## config.mk

```make
export PLATFORM = sky130hd
export DESIGN_NAME = ctrl_pipe_seq
export DESIGN_NICKNAME = d
export VERILOG_FILES = /design/src/rtl/ctrl_pipe_seq.sv
export SDC_FILE = /design/constraint.sdc
export NUM_CORES = 1
export LEC_CHECK = 0
export CORE_ASPECT_RATIO = 0.75
export CORE_UTILIZATION = 29
export CTS_CLUSTER_DIAMETER = 200
export CTS_CLUSTER_SIZE = 40
export DETAILED_ROUTE_END_ITERATION = 10
export GPL_TIMING_DRIVEN = 0
export SLEW_MARGIN = 20
export SYNTH_ARGS = -nofsm -noshare
export SYNTH_HDL_FRONTEND = slang
export SYNTH_SLANG_ARGS = --single-unit
```

## constraint.sdc

```tcl
create_clock -name clk -period 2 [get_ports clk]
set_input_delay 0.3 -clock clk [delete_from_list [all_inputs] [get_ports clk]]
set_output_delay 0.3 -clock clk [all_outputs]
set_load 0.05 [all_outputs]
```

## src/rtl/ctrl_pipe_seq.sv

```systemverilog
// ctrl_pipe_seq: ID/EX, EX/MEM, MEM/WB control pipeline with load-use stall and branch squash; optional macro CTRL_SANITIZE_EN
module ctrl_pipe_seq #(
    parameter int REG_AW = 5,
    parameter int CNT_W  = 16
) (
    input  logic              clk,
    input  logic              rst,
    input  logic              id_valid,
    input  logic              id_j,
    input  logic [1:0]        id_wb,
    input  logic [2:0]        id_m,
    input  logic [4:0]        id_ex,
    input  logic [REG_AW-1:0] id_rs,
    input  logic [REG_AW-1:0] id_rt,
    input  logic [REG_AW-1:0] id_rd,
    input  logic              mem_zero,
    output logic [4:0]        ex_ex,
    output logic              ex_valid,
    output logic [2:0]        mem_m,
    output logic [REG_AW-1:0] mem_dst,
    output logic              mem_regwrite,
    output logic [1:0]        wb_wb,
    output logic [REG_AW-1:0] wb_dst,
    output logic              wb_regwrite,
    output logic              hold_if,
    output logic              jump_req,
    output logic              branch_flush,
    output logic [CNT_W-1:0]  stall_cnt,
    output logic [CNT_W-1:0]  flush_cnt
);
    logic [1:0]        ex_wb, mem_wb;
    logic [2:0]        ex_m;
    logic [REG_AW-1:0] ex_dst;
    logic              mem_valid, wb_valid, rst_q, live, load_use;
    logic              cap_j;
    logic [1:0]        cap_wb;
    logic [2:0]        cap_m;
    logic [4:0]        cap_ex;
`ifdef CTRL_SANITIZE_EN
    // only a solid 1 counts as set, so X/Z from don't-care decoder bits is stored as 0
    always_comb begin
        cap_j = (id_j === 1'b1);
        for (int i = 0; i < 2; i++) cap_wb[i] = (id_wb[i] === 1'b1);
        for (int i = 0; i < 3; i++) cap_m[i] = (id_m[i] === 1'b1);
        for (int i = 0; i < 5; i++) cap_ex[i] = (id_ex[i] === 1'b1);
    end
`else
    // decoder bits are taken verbatim
    always_comb begin
        cap_j  = id_j;
        cap_wb = id_wb;
        cap_m  = id_m;
        cap_ex = id_ex;
    end
`endif
    // outputs stay quiet during reset and the first cycle after release
    assign live         = ~rst & ~rst_q;
    assign load_use     = ex_valid & (ex_wb == 2'b01) & (ex_dst != '0) &
                          ((ex_dst == id_rs) | (ex_dst == id_rt)) & id_valid;
    assign hold_if      = live & load_use;
    assign branch_flush = live & mem_valid & mem_m[0] & mem_zero;
    assign jump_req     = live & id_valid & cap_j & ~hold_if & ~branch_flush;
    assign mem_regwrite = mem_valid & mem_wb[0];
    assign wb_regwrite  = wb_valid & wb_wb[0];
    // stage registers advance with priority reset > branch squash > load-use bubble > normal
    always_ff @(posedge clk) begin
        if (rst) begin
            rst_q     <= 1'b1;
            ex_wb     <= '0;
            ex_m      <= '0;
            ex_ex     <= '0;
            ex_dst    <= '0;
            ex_valid  <= 1'b0;
            mem_wb    <= '0;
            mem_m     <= '0;
            mem_dst   <= '0;
            mem_valid <= 1'b0;
            wb_wb     <= '0;
            wb_dst    <= '0;
            wb_valid  <= 1'b0;
            stall_cnt <= '0;
            flush_cnt <= '0;
        end else begin
            rst_q    <= 1'b0;
            wb_wb    <= mem_wb;
            wb_dst   <= mem_dst;
            wb_valid <= mem_valid;
            if (branch_flush) begin
                ex_wb     <= '0;
                ex_m      <= '0;
                ex_ex     <= '0;
                ex_dst    <= '0;
                ex_valid  <= 1'b0;
                mem_wb    <= '0;
                mem_m     <= '0;
                mem_dst   <= '0;
                mem_valid <= 1'b0;
                if (~&flush_cnt) flush_cnt <= flush_cnt + CNT_W'(1);
            end else begin
                mem_wb    <= ex_wb;
                mem_m     <= ex_m;
                mem_dst   <= ex_dst;
                mem_valid <= ex_valid;
                if (hold_if) begin
                    ex_wb    <= '0;
                    ex_m     <= '0;
                    ex_ex    <= '0;
                    ex_dst   <= '0;
                    ex_valid <= 1'b0;
                    if (~&stall_cnt) stall_cnt <= stall_cnt + CNT_W'(1);
                end else begin
                    ex_wb    <= id_valid ? cap_wb : '0;
                    ex_m     <= id_valid ? cap_m : '0;
                    ex_ex    <= id_valid ? cap_ex : '0;
                    ex_dst   <= id_valid ? (cap_ex[0] ? id_rd : id_rt) : '0;
                    ex_valid <= id_valid;
                end
            end
        end
    end
endmodule

```

=== Yosys cells after proc, flatten, opt, wreduce, memory -nomap -nowiden ===
Index checks and enable logic that the tools add are counted.

* Flip-flop bits (word level): 68
* Input port bits: 30
* Output and inout port bits: 58
* Logic and storage cells: 53

* Add/sub/neg operators: 2
* Equality and inequality tests: 3
* Multiplexer cells: 2
* Bitwise logic cells: 23
* Reduce and logical (&&, ||, !) cells: 8

{| class="wikitable"
|+ Operators by type and width
! operator !! number
|-
| 16-bit by 1-bit adder with 16-bit output, second input constant || 2
|-
| 16-bit AND reduction || 2
|-
| 1-bit AND || 15
|-
| 5-bit == test || 2
|-
| 1-bit inverter || 7
|-
| 5-bit 2-to-1 mux || 1
|-
| 5-bit nonzero test || 1
|-
| 4-bit OR reduction || 1
|-
| 3-bit AND reduction || 1
|-
| 3-bit OR reduction || 1
|-
| 2-bit by 1-bit == test with 1-bit output, second input constant || 1
|-
| 2-bit AND reduction || 1
|-
| 2-bit OR reduction || 1
|-
| 1-bit 2-to-1 mux || 1
|-
| 1-bit OR || 1
|}

=== Longest topological paths before layout ===
* Depth in word-level cells: 9
* Depth in mapped cells: 7
* Mapped depth without buffers: 6

=== Worst setup path before layout ===
OpenSTA, ideal clock, no wires.

* Path kind: register -> output
* Start point: register ex_dst[3]
* End point: output port jump_req
* Arrival: 2.611 ns
* Required time: 1.700 ns
* Setup slack: -0.911 ns
* Stages on the path, launching flop included: 8
* Path buffers: 2
* Cell sequence: dfxtp_1 > xor2_1 > nor2_1 > a22oi_2 > buf_2 > buf_6 > nor2_1 > nor3_1

* Word-level cells in the longest chain between the ends: 8
* Elaborated cells on any way between the ends: 11
* Those cells by class: eq/ne (2); bitwise (8); reduce/logical (1)

{| class="wikitable"
|+ Ends and longest elaborated chain
! item !! line !! source
|-
| from (decl) || 33 || <nowiki>logic [REG_AW-1:0] ex_dst;</nowiki>
|-
| from (signal assigned) || 115 || <nowiki>ex_dst <= id_valid ? (cap_ex[0] ? id_rd : id_rt) : '0;</nowiki>
|-
| 5-bit == test or 5-bit nonzero test (tied branches) || 59, 58 ||
|-
| 1-bit OR or 1-bit AND (tied branches) || 59, 58 ||
|-
| 1-bit AND * || 58 || <nowiki>assign load_use = ex_valid & (ex_wb == 2'b01) & (ex_dst != '0) &</nowiki>
|-
| 1-bit AND * || 59 || <nowiki>((ex_dst == id_rs) | (ex_dst == id_rt)) & id_valid;</nowiki>
|-
| 1-bit AND * || 60 || <nowiki>assign hold_if = live & load_use;</nowiki>
|-
| named net hold_if || 25 || <nowiki>output logic hold_if,</nowiki>
|-
| 1-bit inverter * || 62 || <nowiki>assign jump_req = live & id_valid & cap_j & ~hold_if & ~branch_flush;</nowiki>
|-
| 1-bit AND * (2 in series) || 62 ||
|-
| to (decl) || 26 || <nowiki>output logic jump_req,</nowiki>
|}

The timed path passes the listed nets; every way through them passes the cells marked *.

=== Final worst setup path ===
* Start point: register ex_dst[0]
* End point: output port jump_req

* Word-level cells in the longest chain between the ends: 8
* Elaborated cells on any way between the ends: 11
* Those cells by class: eq/ne (2); bitwise (8); reduce/logical (1)

{| class="wikitable"
|+ Ends and longest elaborated chain
! item !! line
|-
| 5-bit == test or 5-bit nonzero test (tied branches) || 59, 58
|-
| 1-bit OR or 1-bit AND (tied branches) || 59, 58
|-
| 1-bit AND * || 58
|-
| 1-bit AND * || 59
|-
| 1-bit AND * || 60
|-
| 1-bit inverter * || 62
|-
| 1-bit AND * (2 in series) || 62
|}

Every way passes the cells marked *; elsewhere a longest branch is shown, timed or not.

==> qor.csv <==
stage;metric;value;unit
grt;largest net degree at the start of global routing;13;
sta;Fin. Hold Viols;0;
place;port buffer count;86;
cts;CTS Hold Buffers Added;0;
sta;# setup viols final;2;
logic_synthesis;Synth Instances;316;
die;Die W;118;µm
cells_and_area;number of diodes;0;
logic_synthesis;Synth area leader;dfxtp_1;
sta;Slew Viols, Final;0;
power_and_ir_drop;Pwr Total;3.32;mW
worst_setup_path;critical path required time;1.70;ns
logic_synthesis;Ys Warns;0;
logic_synthesis;post-synthesis net count;348;
worst_setup_path;R2R Path Start;rst_q$_DFF_P_;
grt;Global Route Usage Sum;15.7;%
cts;H-tree depth;3;
place;pre-CTS setup slack;-1.24;ns
worst_setup_path;worst endpoint data arrival time;1.75;ns
die;I/O pin cnt;88;
logic_synthesis;Cell Area, Synth;2910;µm²
logic_synthesis;EDFF count, synth;0;
cts;worst skew pair latency;0.33;ns
cts;root buf cell;clkbuf_16;
logic_synthesis;asr flop ratio synth;0;%
worst_setup_path;CP Launch Type;flop;
logic_synthesis;register area share after synthesis;46.8;%
run;max-cap viol count;0;
cts;clock tree buffer depth;2;
route;Routed wire per std cell;14.1;µm
cts;CTS tree;built;
place;GP Congestion;0.762;
power_and_ir_drop;Pleak;1.69;nW
cells_and_area;Cell Count, Final, Fillers Out;560;
sta;Worst Clk Skew;0.00771;ns
outcome;status;finished with violations;
route;final wirelength;7880;µm
sta;final worst path period share;103;%
logic_synthesis;Synth Flop Type;dfxtp_1;
cells_and_area;final core occ;46.8;%
worst_setup_path;Max stage delay cell, worst path;dfxtp_4;
logic_synthesis;area fraction of the dominant cell type after synthesis;46.8;%
die;die area;10400;µm²
worst_setup_path;CP startpoint;ex_dst[0]$_SDFF_PP0_;
hold_path;Hold WC Path Type;input pin to flop;
sta;relative slew slack;63.8;%
grt;number of global-route vias before repair;2619;
cts;clock slew at reported path FFs;0.05;ns
worst_setup_path;CP peak stage delay;0.38;ns
cts;# clock sinks;68;
worst_setup_path;crit-path cells;xor2_2 -> nor3_2 -> a22oi_2 -> buf_8 -> nor2_4 -> nor3_4 -> buf_6;
sta;worst setup margin;-0.0547;ns
route;drt drc;0;
logic_synthesis;Unique masters post-synth;42;
place;Cell Area, Placed;4000;µm²
worst_setup_path;Max FO, Critical Path;4;
die;Starting Density;30.0;%
sta;unrepaired setup endpoints after global routing;yes;
grt;global-route wire length before repair;12800;µm
power_and_ir_drop;pwr dens;730;nW/µm²
die;Site Rows;31;
logic_synthesis;Seq cells post-synth;68;
grt;total gr overflow;0;
route;vias post-DR;2607;
logic_synthesis;largest cells by area after synthesis;dfxtp_1 47%, nor2_1 5.7%, xor2_1 4.2%;
sta;Fmax;487;MHz
cts;Inserted Clock Buffers;9;
place;DP Cell Count;534;
place;HPWL after DPL;5700;µm
sta;Period minus WS final;2.05;ns
cells_and_area;Final #Nets;455;
grt;initial antenna violation count;0;
route;vias per cell;4.66;
route;Starting DRT DRC Count;93;
cells_and_area;P&R area growth vs syn;56.0;%
hold_path;hold_sp;rst;
route;DRT Pass-1 Iters;4;
logic_synthesis;Post-Syn Area per Cell;9.21;µm²
die;core region area;9700;µm²
worst_setup_path;WS Path Type;flop to output pin;
route;Routed Antenna Nets;0;
power_and_ir_drop;worst-case vdd ir drop;0.568;mV
sta;worst hold slack;0.282;ns
sta;Worst-Margin Slew;0.542;ns
sta;Setup TNS Final;-0.0772;ns
outcome;failing checks;negative setup slack;
cells_and_area;final instance area;4540;µm²
cells_and_area;share of layout cells above drive strength 1;22.2;%
worst_setup_path;endpoint type of the worst setup path;output pin;
die;Die Ht;88.8;µm
==> metal layers <==
metal | routed length [µm] | track usage (%) | up-vias | part of all wire, %
met5 | 0 | 0 | - | 0
met4 | 106 | 5.83 | 0 | 1.3
met3 | 627 | 6.06 | 14 | 8.0
met2 | 3440 | 24.7 | 91 | 44
met1 | 3700 | 19.7 | 1185 | 47
li1 | - | - | 1317 | -
==> timing repair <==
action | in CTS | in global routing
gates resized for setup | 47 | 18
pin swaps | 15 | 5
setup endpoints to repair | 35 | 20
cloned | 0 | 2
setup buffers | 7 | 3
==> power by group <==
part           internal, mW  switching [mW]  total [mW]
Clock                  1.07           0.591        1.66
Sequential             1.37          0.0165        1.39
Combinational         0.117           0.144       0.261
Total                  2.56           0.751        3.32
==> placed cells by master (no fill, tap or decap), types with 6 or more instances in the layout <==
master / synthesis / routed
xor2_1: 14 / 11
dfxtp_4: 0 / 7
nand4_1: 12 / 12
nor3_1: 10 / 6
nand2_1: 8 / 6
or4_1: 9 / 9
xnor2_1: 8 / 8
o31ai_1: 8 / 8
and2_1: 15 / 15
nand3_1: 13 / 13
a21oi_1: 16 / 16
mux2i_1: 6 / 6
dfxtp_1: 68 / 42
clkdlybuf4s50_1: 0 / 71
dlygate4sd2_1: 0 / 12
inv_1: 17 / 16
clkbuf_16: 0 / 11
buf_4: 0 / 10
dfxtp_2: 0 / 19
mux2_2: 6 / 6
nor2b_1: 14 / 14
nor2_1: 44 / 41
==> worst paths after layout <==
kind	cells after the start	slack, ns	endpoint
hold reg to reg	1	0.42	mem_m[0]$_SDFF_PP0_
setup reg to reg	6	0.06	stall_cnt[8]$_SDFFE_PP0P_
setup / recovery	7	-0.05	jump_req
hold / removal	1	0.28	rst_q$_DFF_P_
==> critical path, delay by kind of cell (launching register included) <==
| family | cells | cell delay (ns) |
|---|---|---|
| xor+xnor | 1 | 0.18 |
| simple gates | 3 | 0.23 |
| flops | 1 | 0.38 |
| compound gates | 1 | 0.32 |
| buf+inv | 2 | 0.33 |
==> cells by family (layout without fill, tap and decap cells) <==
logic type      count (synthesis)  in the layout  share of synthesized area [%]
buf+inv                        29            140                           5.12
mux                            12             12                           4.39
simple gates                  150            151                           28.6
fa+ha+maj                       2              2                          0.860
xor+xnor                       22             22                           6.62
compound gates                 33             33                           7.65
flops                          68             68                           46.8
==> flip-flops by register name, indices dropped and copies added (netlist names), 2 cells and up <==
register   flops
ex_dst         5
ex_ex          5
ex_m           3
ex_wb          2
flush_cnt     16
mem_dst        5
mem_m          3
mem_wb         2
stall_cnt     16
wb_dst         5
wb_wb          2
==> layout make-up <==
class / count / area, µm²
plain buffers: 10 / 83.8
clock buffers: 11 / 264
clock inverters: 5 / 57.6
fillers: 973 / 5160
inverters: 17 / 67.6
multi-input cells: 220 / 1540
flip-flops and latches: 68 / 1410
well taps: 132 / 165
repair buffers: 97 / 951
==> synth_stat cells (8+ instances only) <==
| library cell | count |
|---|---|
| nor2b_1 | 14 |
| a21oi_1 | 16 |
| nand4_1 | 12 |
| and2_1 | 15 |
| xnor2_1 | 8 |
| inv_1 | 17 |
| xor2_1 | 14 |
| or4_1 | 9 |
| nand3_1 | 13 |
| o31ai_1 | 8 |
| nor2_1 | 44 |
| nor3_1 | 10 |
| nand2_1 | 8 |
| dfxtp_1 | 68 |
(Power assumes the default switching activity.)
